===== src/rtl/lidar_pkg.sv =====
// Shared definitions for the lidar frame parser: FSM states, frame geometry
// and the default sync byte.
package lidar_pkg;

  typedef enum logic [1:0] {
    S_HDR1    = 2'd0,
    S_HDR2    = 2'd1,
    S_PAYLOAD = 2'd2,
    S_CSUM    = 2'd3
  } lidar_state_e;

  // HDR, HDR, 6 payload bytes, CSUM
  localparam int         LIDAR_FRAME_LEN   = 9;
  localparam int         LIDAR_PAYLOAD_LEN = 6;
  localparam logic [7:0] LIDAR_HDR_DEFAULT = 8'h59;

endpackage


===== src/rtl/lidar_sum_accum.sv =====
// 8-bit modulo-256 running-sum accumulator. Clear has priority over add;
// clear with add loads the incoming byte so a frame's first header byte
// can start a fresh sum in the same cycle.
module lidar_sum_accum (
  input  logic       clk_i,
  input  logic       rst_i,
  input  logic       clr_i,
  input  logic       add_i,
  input  logic [7:0] data_i,
  output logic [7:0] sum_o
);

  logic [7:0] sum_q;

  // Running sum; wrap-around is the intended checksum arithmetic.
  always_ff @(posedge clk_i) begin
    if (rst_i)      sum_q <= 8'h00;
    else if (clr_i) sum_q <= add_i ? data_i : 8'h00;
    else if (add_i) sum_q <= sum_q + data_i;
  end

  assign sum_o = sum_q;

endmodule


===== src/rtl/lidar_frame_parser.sv =====
// 9-byte lidar frame parser: HDR HDR DL DH SL SH TL TH CSUM (little-endian).
// Optional inter-byte timeout is built only when LIDAR_TIMEOUT_EN is defined;
// otherwise timeout_err_out stays 0 and partial frames wait indefinitely.
module lidar_frame_parser
  import lidar_pkg::*;
#(
  parameter logic [7:0] HEADER_BYTE    = LIDAR_HDR_DEFAULT,
  parameter int         TIMEOUT_CYCLES = 100000
) (
  input  logic        clk_in,
  input  logic        rst_in,
  input  logic [7:0]  byte_in,
  input  logic        byte_valid_in,
  output logic [15:0] distance_out,
  output logic [15:0] strength_out,
  output logic [15:0] temperature_out,
  output logic        data_valid_out,
  output logic        checksum_err_out,
  output logic        timeout_err_out,
  output logic [7:0]  err_count_out
);

  lidar_state_e state_q;
  logic [2:0]   idx_q;
  logic [LIDAR_PAYLOAD_LEN-1:0][7:0] pay_q;  // pay_q[0] = Dist_L once full
  logic [15:0]  dist_q, str_q, temp_q;
  logic         dv_q, cerr_q, terr_q;
  logic [7:0]   ecnt_q;

  logic         acc_clr, acc_add;
  logic [7:0]   sum;
  logic         tmo_fire;
  logic         is_hdr;

  assign is_hdr = (byte_in == HEADER_BYTE);

`ifdef LIDAR_TIMEOUT_EN
  localparam int TW = $clog2(TIMEOUT_CYCLES + 1);
  localparam logic [TW-1:0] T_LAST = TW'(TIMEOUT_CYCLES - 1);
  logic [TW-1:0] timer_q;

  // A byte in the firing cycle wins, so fire only on idle cycles mid-frame.
  assign tmo_fire = (state_q != S_HDR1) && !byte_valid_in && (timer_q == T_LAST);

  // Idle-cycle counter; cleared by any accepted byte, while hunting, or on fire.
  always_ff @(posedge clk_in) begin
    if (rst_in)                                           timer_q <= '0;
    else if (byte_valid_in || state_q == S_HDR1 || tmo_fire) timer_q <= '0;
    else                                                  timer_q <= timer_q + TW'(1);
  end
`else
  assign tmo_fire = 1'b0;
`endif

  // Accumulator control: sum holds bytes 0..7 of the frame in progress.
  always_comb begin
    acc_clr = 1'b0;
    acc_add = 1'b0;
    if (byte_valid_in) begin
      unique case (state_q)
        S_HDR1: begin
          acc_clr = 1'b1;
          acc_add = is_hdr;
        end
        S_HDR2: begin
          acc_add = is_hdr;
          acc_clr = !is_hdr;
        end
        S_PAYLOAD: acc_add = 1'b1;
        S_CSUM:    acc_clr = 1'b1;
        default:   acc_clr = 1'b1;
      endcase
    end else if (tmo_fire) begin
      acc_clr = 1'b1;
    end
  end

  lidar_sum_accum u_sum (
    .clk_i  (clk_in),
    .rst_i  (rst_in),
    .clr_i  (acc_clr),
    .add_i  (acc_add),
    .data_i (byte_in),
    .sum_o  (sum)
  );

  // Frame FSM with registered result and pulse outputs.
  always_ff @(posedge clk_in) begin
    if (rst_in) begin
      state_q <= S_HDR1;
      idx_q   <= 3'd0;
      pay_q   <= '0;
      dist_q  <= 16'h0000;
      str_q   <= 16'h0000;
      temp_q  <= 16'h0000;
      dv_q    <= 1'b0;
      cerr_q  <= 1'b0;
      terr_q  <= 1'b0;
      ecnt_q  <= 8'h00;
    end else begin
      dv_q   <= 1'b0;
      cerr_q <= 1'b0;
      terr_q <= 1'b0;
      if (byte_valid_in) begin
        unique case (state_q)
          S_HDR1: if (is_hdr) state_q <= S_HDR2;
          S_HDR2: begin
            state_q <= is_hdr ? S_PAYLOAD : S_HDR1;
            idx_q   <= 3'd0;
          end
          S_PAYLOAD: begin
            // No re-sync here: header-valued bytes are ordinary payload.
            pay_q <= {byte_in, pay_q[LIDAR_PAYLOAD_LEN-1:1]};
            if (idx_q == 3'd5) begin
              idx_q   <= 3'd0;
              state_q <= S_CSUM;
            end else begin
              idx_q <= idx_q + 3'd1;
            end
          end
          S_CSUM: begin
            if (byte_in == sum) begin
              dist_q <= {pay_q[1], pay_q[0]};
              str_q  <= {pay_q[3], pay_q[2]};
              temp_q <= {pay_q[5], pay_q[4]};
              dv_q   <= 1'b1;
            end else begin
              cerr_q <= 1'b1;
              if (ecnt_q != 8'hFF) ecnt_q <= ecnt_q + 8'd1;
            end
            state_q <= S_HDR1;
          end
          default: state_q <= S_HDR1;
        endcase
      end else if (tmo_fire) begin
        state_q <= S_HDR1;
        idx_q   <= 3'd0;
        terr_q  <= 1'b1;
      end
    end
  end

  assign distance_out     = dist_q;
  assign strength_out     = str_q;
  assign temperature_out  = temp_q;
  assign data_valid_out   = dv_q;
  assign checksum_err_out = cerr_q;
  assign timeout_err_out  = terr_q;
  assign err_count_out    = ecnt_q;

endmodule

===== config.mk =====
export PLATFORM = sky130hd
export DESIGN_NAME = lidar_frame_parser
export DESIGN_NICKNAME = d
export VERILOG_FILES = /design/src/rtl/lidar_pkg.sv /design/src/rtl/lidar_sum_accum.sv /design/src/rtl/lidar_frame_parser.sv
export SDC_FILE = /design/constraint.sdc
export NUM_CORES = 1
export LEC_CHECK = 0
export BUFFER_PORTS_ARGS = -buffer_cell sky130_fd_sc_hd__buf_2
export CORE_UTILIZATION = 60
export CTS_CLUSTER_SIZE = 24
export DETAILED_ROUTE_END_ITERATION = 7
export PLACE_DENSITY = 0.83
export SYNTH_ARGS = -nofsm -noshare
export SYNTH_HDL_FRONTEND = slang
export SYNTH_HIERARCHICAL = 1
export SYNTH_SLANG_ARGS = --single-unit

===== constraint.sdc =====
create_clock -name clk_in -period 5.8 [get_ports clk_in]
set_clock_uncertainty 0.2 [all_clocks]
set_input_delay 0.87 -clock clk_in [delete_from_list [all_inputs] [get_ports clk_in]]
set_output_delay 0.87 -clock clk_in [all_outputs]
set_load 0.03 [all_outputs]

# Word level (Yosys, flattened, before mapping)
# Cells that the tools add are included.
# classes
add_sub_neg	3
eq_ne	9
muxes	15
bitwise	3
reduce_logical	12
# ops
operator	count
$mux W8	3
$add A8 B1 Y8 const B	1
$add A8 B8 Y8	1
$eq A8 B7 Y1 const B	1
$eq A8 B8 Y1	1
$ne A8 B8 Y1 const B	1
$pmux W2 S4	1
$mux W2	3
$pmux W3 S2	1
$reduce_and A3 Y1	2
$eq A2 B2 Y1 const B	2
$mux W1	4
$ne A2 B2 Y1 const B	2
$pmux W1 S2	2
$reduce_and A2 Y1	2
$reduce_and A4 Y1	1
$reduce_bool A2 Y1	2
$reduce_or A2 Y1	2
$add A3 B1 Y3 const B	1
$eq A3 B3 Y1 const B	1
$mux W3	1
$not A1 Y1	3
$reduce_or A3 Y1	1
$eq A2 B1 Y1 const B	1
2 further kinds	2
# word_totals
regBits	119
in_bits	11
output_inout_bits	59
word_cells	57

# Longest topological paths before layout
# logic_depth
word_depth	6
mapped_depth	10
mapped_depth_nobuf	8

# Modules after synthesis
# The synthesis kept the hierarchy.
# modules_own_cells
module	n_inst	cells_per_inst	area_per_inst_um2	seq_area_each_um2
lidar_frame_parser	1	475	4254.1	2222.1
lidar_sum_accum	1	89	757.0	160.2

# Least setup slack after synthesis
# Ideal clock, no wire load.
# synth_path
path_kind	input -> register
from	input port byte_in[5]
to	register u_sum.sum_q[3], in the netlist u_sum/sum_o[3]
t_arrival_ps	2260
required_time_ps	5526
setup_slack_ps	3266
cell_stages	8
path_buffers	1
cell_sequence	nor4bb_1 > nand2_1 > nand2_1 > a21oi_1 > buf_4 > nor2b_1 > or3b_1 > a31oi_1
# synth_between
elab_chain_cells	5
word_cells_on_any_way	9
# synth_rtl
item	line	source
start, declared	lidar_frame_parser.sv:12	input logic [7:0] byte_in,
$eq A8 B7 Y1 *	lidar_frame_parser.sv:35	assign is_hdr = (byte_in == HEADER_BYTE);
$logic_not A1 Y1 *	lidar_frame_parser.sv:67	acc_clr = !is_hdr;
$pmux W1 S2 *	lidar_frame_parser.sv:60	unique case (state_q)
$mux W1 *	lidar_frame_parser.sv:59	if (byte_valid_in) begin
net acc_clr	lidar_frame_parser.sv:30	logic acc_clr, acc_add;
$mux W8 / $reduce_bool A2 Y1 (equally long branches)	--	
end signal, assigned	lidar_sum_accum.sv:18	else if (clr_i) sum_q <= add_i ? data_i : 8'h00;
end signal, assigned	lidar_sum_accum.sv:19	else if (add_i) sum_q <= sum_q + data_i;
end, declared	lidar_sum_accum.sv:13	logic [7:0] sum_q;
# The timed path passes the listed nets; every way through them passes the cells marked *.
# A chain may end at the register's enable or synchronous reset.

# Worst setup path in the final report
# layout_path
from	input port byte_in[7]
to	register str_q[1], in the netlist strength_out[1]
# layout_between
elab_chain_cells	2
# layout_rtl
item	line	source
$eq A8 B8 Y1	lidar_frame_parser.sv:122	if (byte_in == sum) begin
$reduce_and A3 Y1 (no line)	--	
end signal, assigned	lidar_frame_parser.sv:124	str_q <= {pay_q[3], pay_q[2]};
end, declared	lidar_frame_parser.sv:26	logic [15:0] dist_q, str_q, temp_q;
# Every way passes these cells.

==> results.toml <==
[logic_synthesis]
syn_avg_cell_area_um2 = 8.88
synthFlopType = "dfxtp_1"
yosys.area_share.adder_pct = 3.65
synth_compound_area_share_pct = 10.8
synth-simple-area-share_pct = 19.9
syn_inst = 564
synth_xor_area_share_pct = 1.57
synth_area_um2 = 5010
synth.distinct_cells = 54
seq_area_frac_synth_pct = 47.5
ys_ff_latch = 119
yosys_warnings = 6
synth_edf_count = 0
synth_nets = 589
synth_top_family_by_area = "simple AND/OR/NAND/NOR gates"
async_flop_share_pct = 0
muxShareOfSynthArea_pct = 12.2

[clocking]
cts_hold_buffers = 0
post_cts_buffers = 0
cts_made_buffers = 17
cts_tree = "done"
cts_resized = 0
root_buffer = "clkbuf_8"
worstSkewPairLatency_ns = 0.50
clk_pin_slew_ns = 0.06
htree_levels = 4
clock_path_buffers = 2
cts.sinks = 119

[cells_and_area]
final_util_pct = 74.9
stdcell_area_um2 = 5910
drive_above_1_share_pct = 18.3
num-nets-final = 646
diodes = 0
final_common_cell = "dfxtp_1"
final_cell_mix = "dfxtp_1, nand2_1, buf_2"
area_growth_pct = 17.9

[route]
firstDrtPassIters = 5
route.detailed.drc = 0
wl_per_cell_um = 14.9
final_antenna_net_count = 0
drtIter0Drc = 243
via_per_inst = 5.68
routed_wl_um = 10900
num_vias = 4179

[critical_path]
reg2reg_to = "strength_out[1]$_SDFFE_PP0P_"
crit_path_max_fanout = 34
endpoint_kind = "flop"
r2r_cells = 6
start_kind = "input pin"
arrival_ns = 3.20
critPathKind = "in2reg"
ff2ff_setup_slack_ns = 2.90
worstSetupStartpoint = "byte_in[7]"
required_ns = 5.96
r2r_start = "u_sum/sum_o[7]$_SDFFE_PP0P_"

[power]
p_leak_nw = 2.26
power_density_nw_per_um2 = 311
power_mw = 1.84
vdd_ir_drop_max_mv = 0.200

[hold_path]
min_from = "pay_q[1]$_SDFFE_PP0P_"
hold_class = "reg2reg"
hold_depth = 2
holdPathEnd = "pay_q[1]$_SDFFE_PP0P_"

[die]
num_rows = 32
io_pins = 70
dieArea_um2 = 8720
start_util_pct = 63.5
core_area_um2 = 7890
fp.dieH_um = 93.4
die_w_um = 93.4

[grt]
grt_start_max_net_pins = 74
grt_pass1_wl_um = 18400
grt_pass1_vias = 3937
antenna_found_initial = 0
grt_use_total_pct = 26.8
grt_overflow = 0

[sta]
setup_violations = 0
fin_crit_ns = 3.04
hold_viol = 0
grt_setup_unrepaired = "no"
holdWs_ns = 0.264
drv_slew = 0
max_slew_margin_pct = 38.3
tns_ns = 0
min_period_over_period_pct = 52.5
worst_slew_pin_slew_ns = 0.922
fmax_mhz = 329

[flow_run]
cap_violations = 0

[place]
place_area_um2 = 5350
dp_hpwl_um = 6720
place_congestion = 0.832
io_buffers = 68

[run_status]
status = "completed"
## power by group
part	internal (mW)	total [mW]	switching [mW]
logic	0.0125	0.0430	0.0305
clock network	0.617	0.979	0.362
registers	0.818	0.818	0.000128
## state kept, by name, indices dropped and copies added, names as in the netlist, 3 cells and up, named ones only
name and cells:
strength_out 16, pay_q 48, distance_out 16, err_count_out 8
temperature_out 16, u_sum/sum_o 8, idx_q 3
## per-stage QoR
stage                     worst slack, ns  std cells
after CTS                            2.76        736
after global placement               2.39        704
after floorplan                      3.27        564
after detailed placement             2.27        704
after global routing                 2.59        736
final                                2.76        736
## cell usage after synthesis (3+ instances only)
master	count	area share (%)
o21ai_0	7	0.70
inv_1	9	0.67
dfxtp_1	119	48
a31oi_1	6	0.75
a21oi_1	57	5.7
nor2_1	65	4.9
a22oi_1	4	0.60
o31ai_1	3	0.45
nand3_1	8	0.80
ha_1	13	3.2
nor3_1	4	0.40
mux2i_1	53	11
mux2_2	5	1.1
buf_6	4	0.90
buf_1	5	0.37
nand2_1	113	8.5
xnor2_1	8	1.4
buf_4	3	0.45
clkbuf_1	18	1.3
nand2b_1	4	0.50
nor3b_1	5	0.75
nor2b_1	5	0.62
buf_2	4	0.40
nor4_1	3	0.37
## area by class of cell
cell class / instances / area, µm²
Clock buffer: 19 / 432
Clock inverter: 13 / 131
Fill cell: 543 / 1980
Inverter: 9 / 33.8
Multi-Input combinational cell: 401 / 2420
Sequential cell: 119 / 2380
Tap cell: 102 / 128
Timing Repair Buffer: 73 / 380
## worst max path at each step
stage                                            endpoint  slack, ns  cells past startpoint
after floorplan               u_sum/sum_o[3]$_SDFFE_PP0P_       3.27                      8
after global placement       distance_out[8]$_SDFFE_PP0P_       2.39                      7
after detailed placement  temperature_out[1]$_SDFFE_PP0P_       2.27                      7
after CTS                    strength_out[1]$_SDFFE_PP0P_       2.76                      7
after global routing         strength_out[1]$_SDFFE_PP0P_       2.59                      7
final                        strength_out[1]$_SDFFE_PP0P_       2.76                      7
## critical path, cell delays in order
cell and delay (ns):
buf_2 0.15, xnor2_1 0.23, nand4_2 0.17, nor3_4 0.79
buf_4 0.63, mux2i_1 0.28, nor2_1 0.07
## metal layers
layer / part of all wire (%) / wire (µm) / up-vias / GRT usage [%]
met5: 0 / 0 / - / 0
met4: 2.1 / 227 / 0 / 11.4
met3: 3.9 / 426 / 22 / 5.69
met2: 52 / 5670 / 116 / 46.6
met1: 42 / 4630 / 2013 / 31.9
li1: - / - / 2028 / -
## kinds of logic (layout without fill, tap and decap cells)
| kind of cell | count (synthesis) | count (layout) |
|---|---|---|
| flip-flops | 119 | 119 |
| other | 1 | 1 |
| XOR/XNOR | 9 | 9 |
| multiplexers | 60 | 60 |
| AO/OA/AOI/OAI | 91 | 91 |
| AND/OR/NAND/NOR | 226 | 226 |
| adder cells (fa/ha/maj) | 14 | 14 |
| buffers and inverters | 44 | 114 |
No activity file was read; power rests on OpenSTA's default activity.
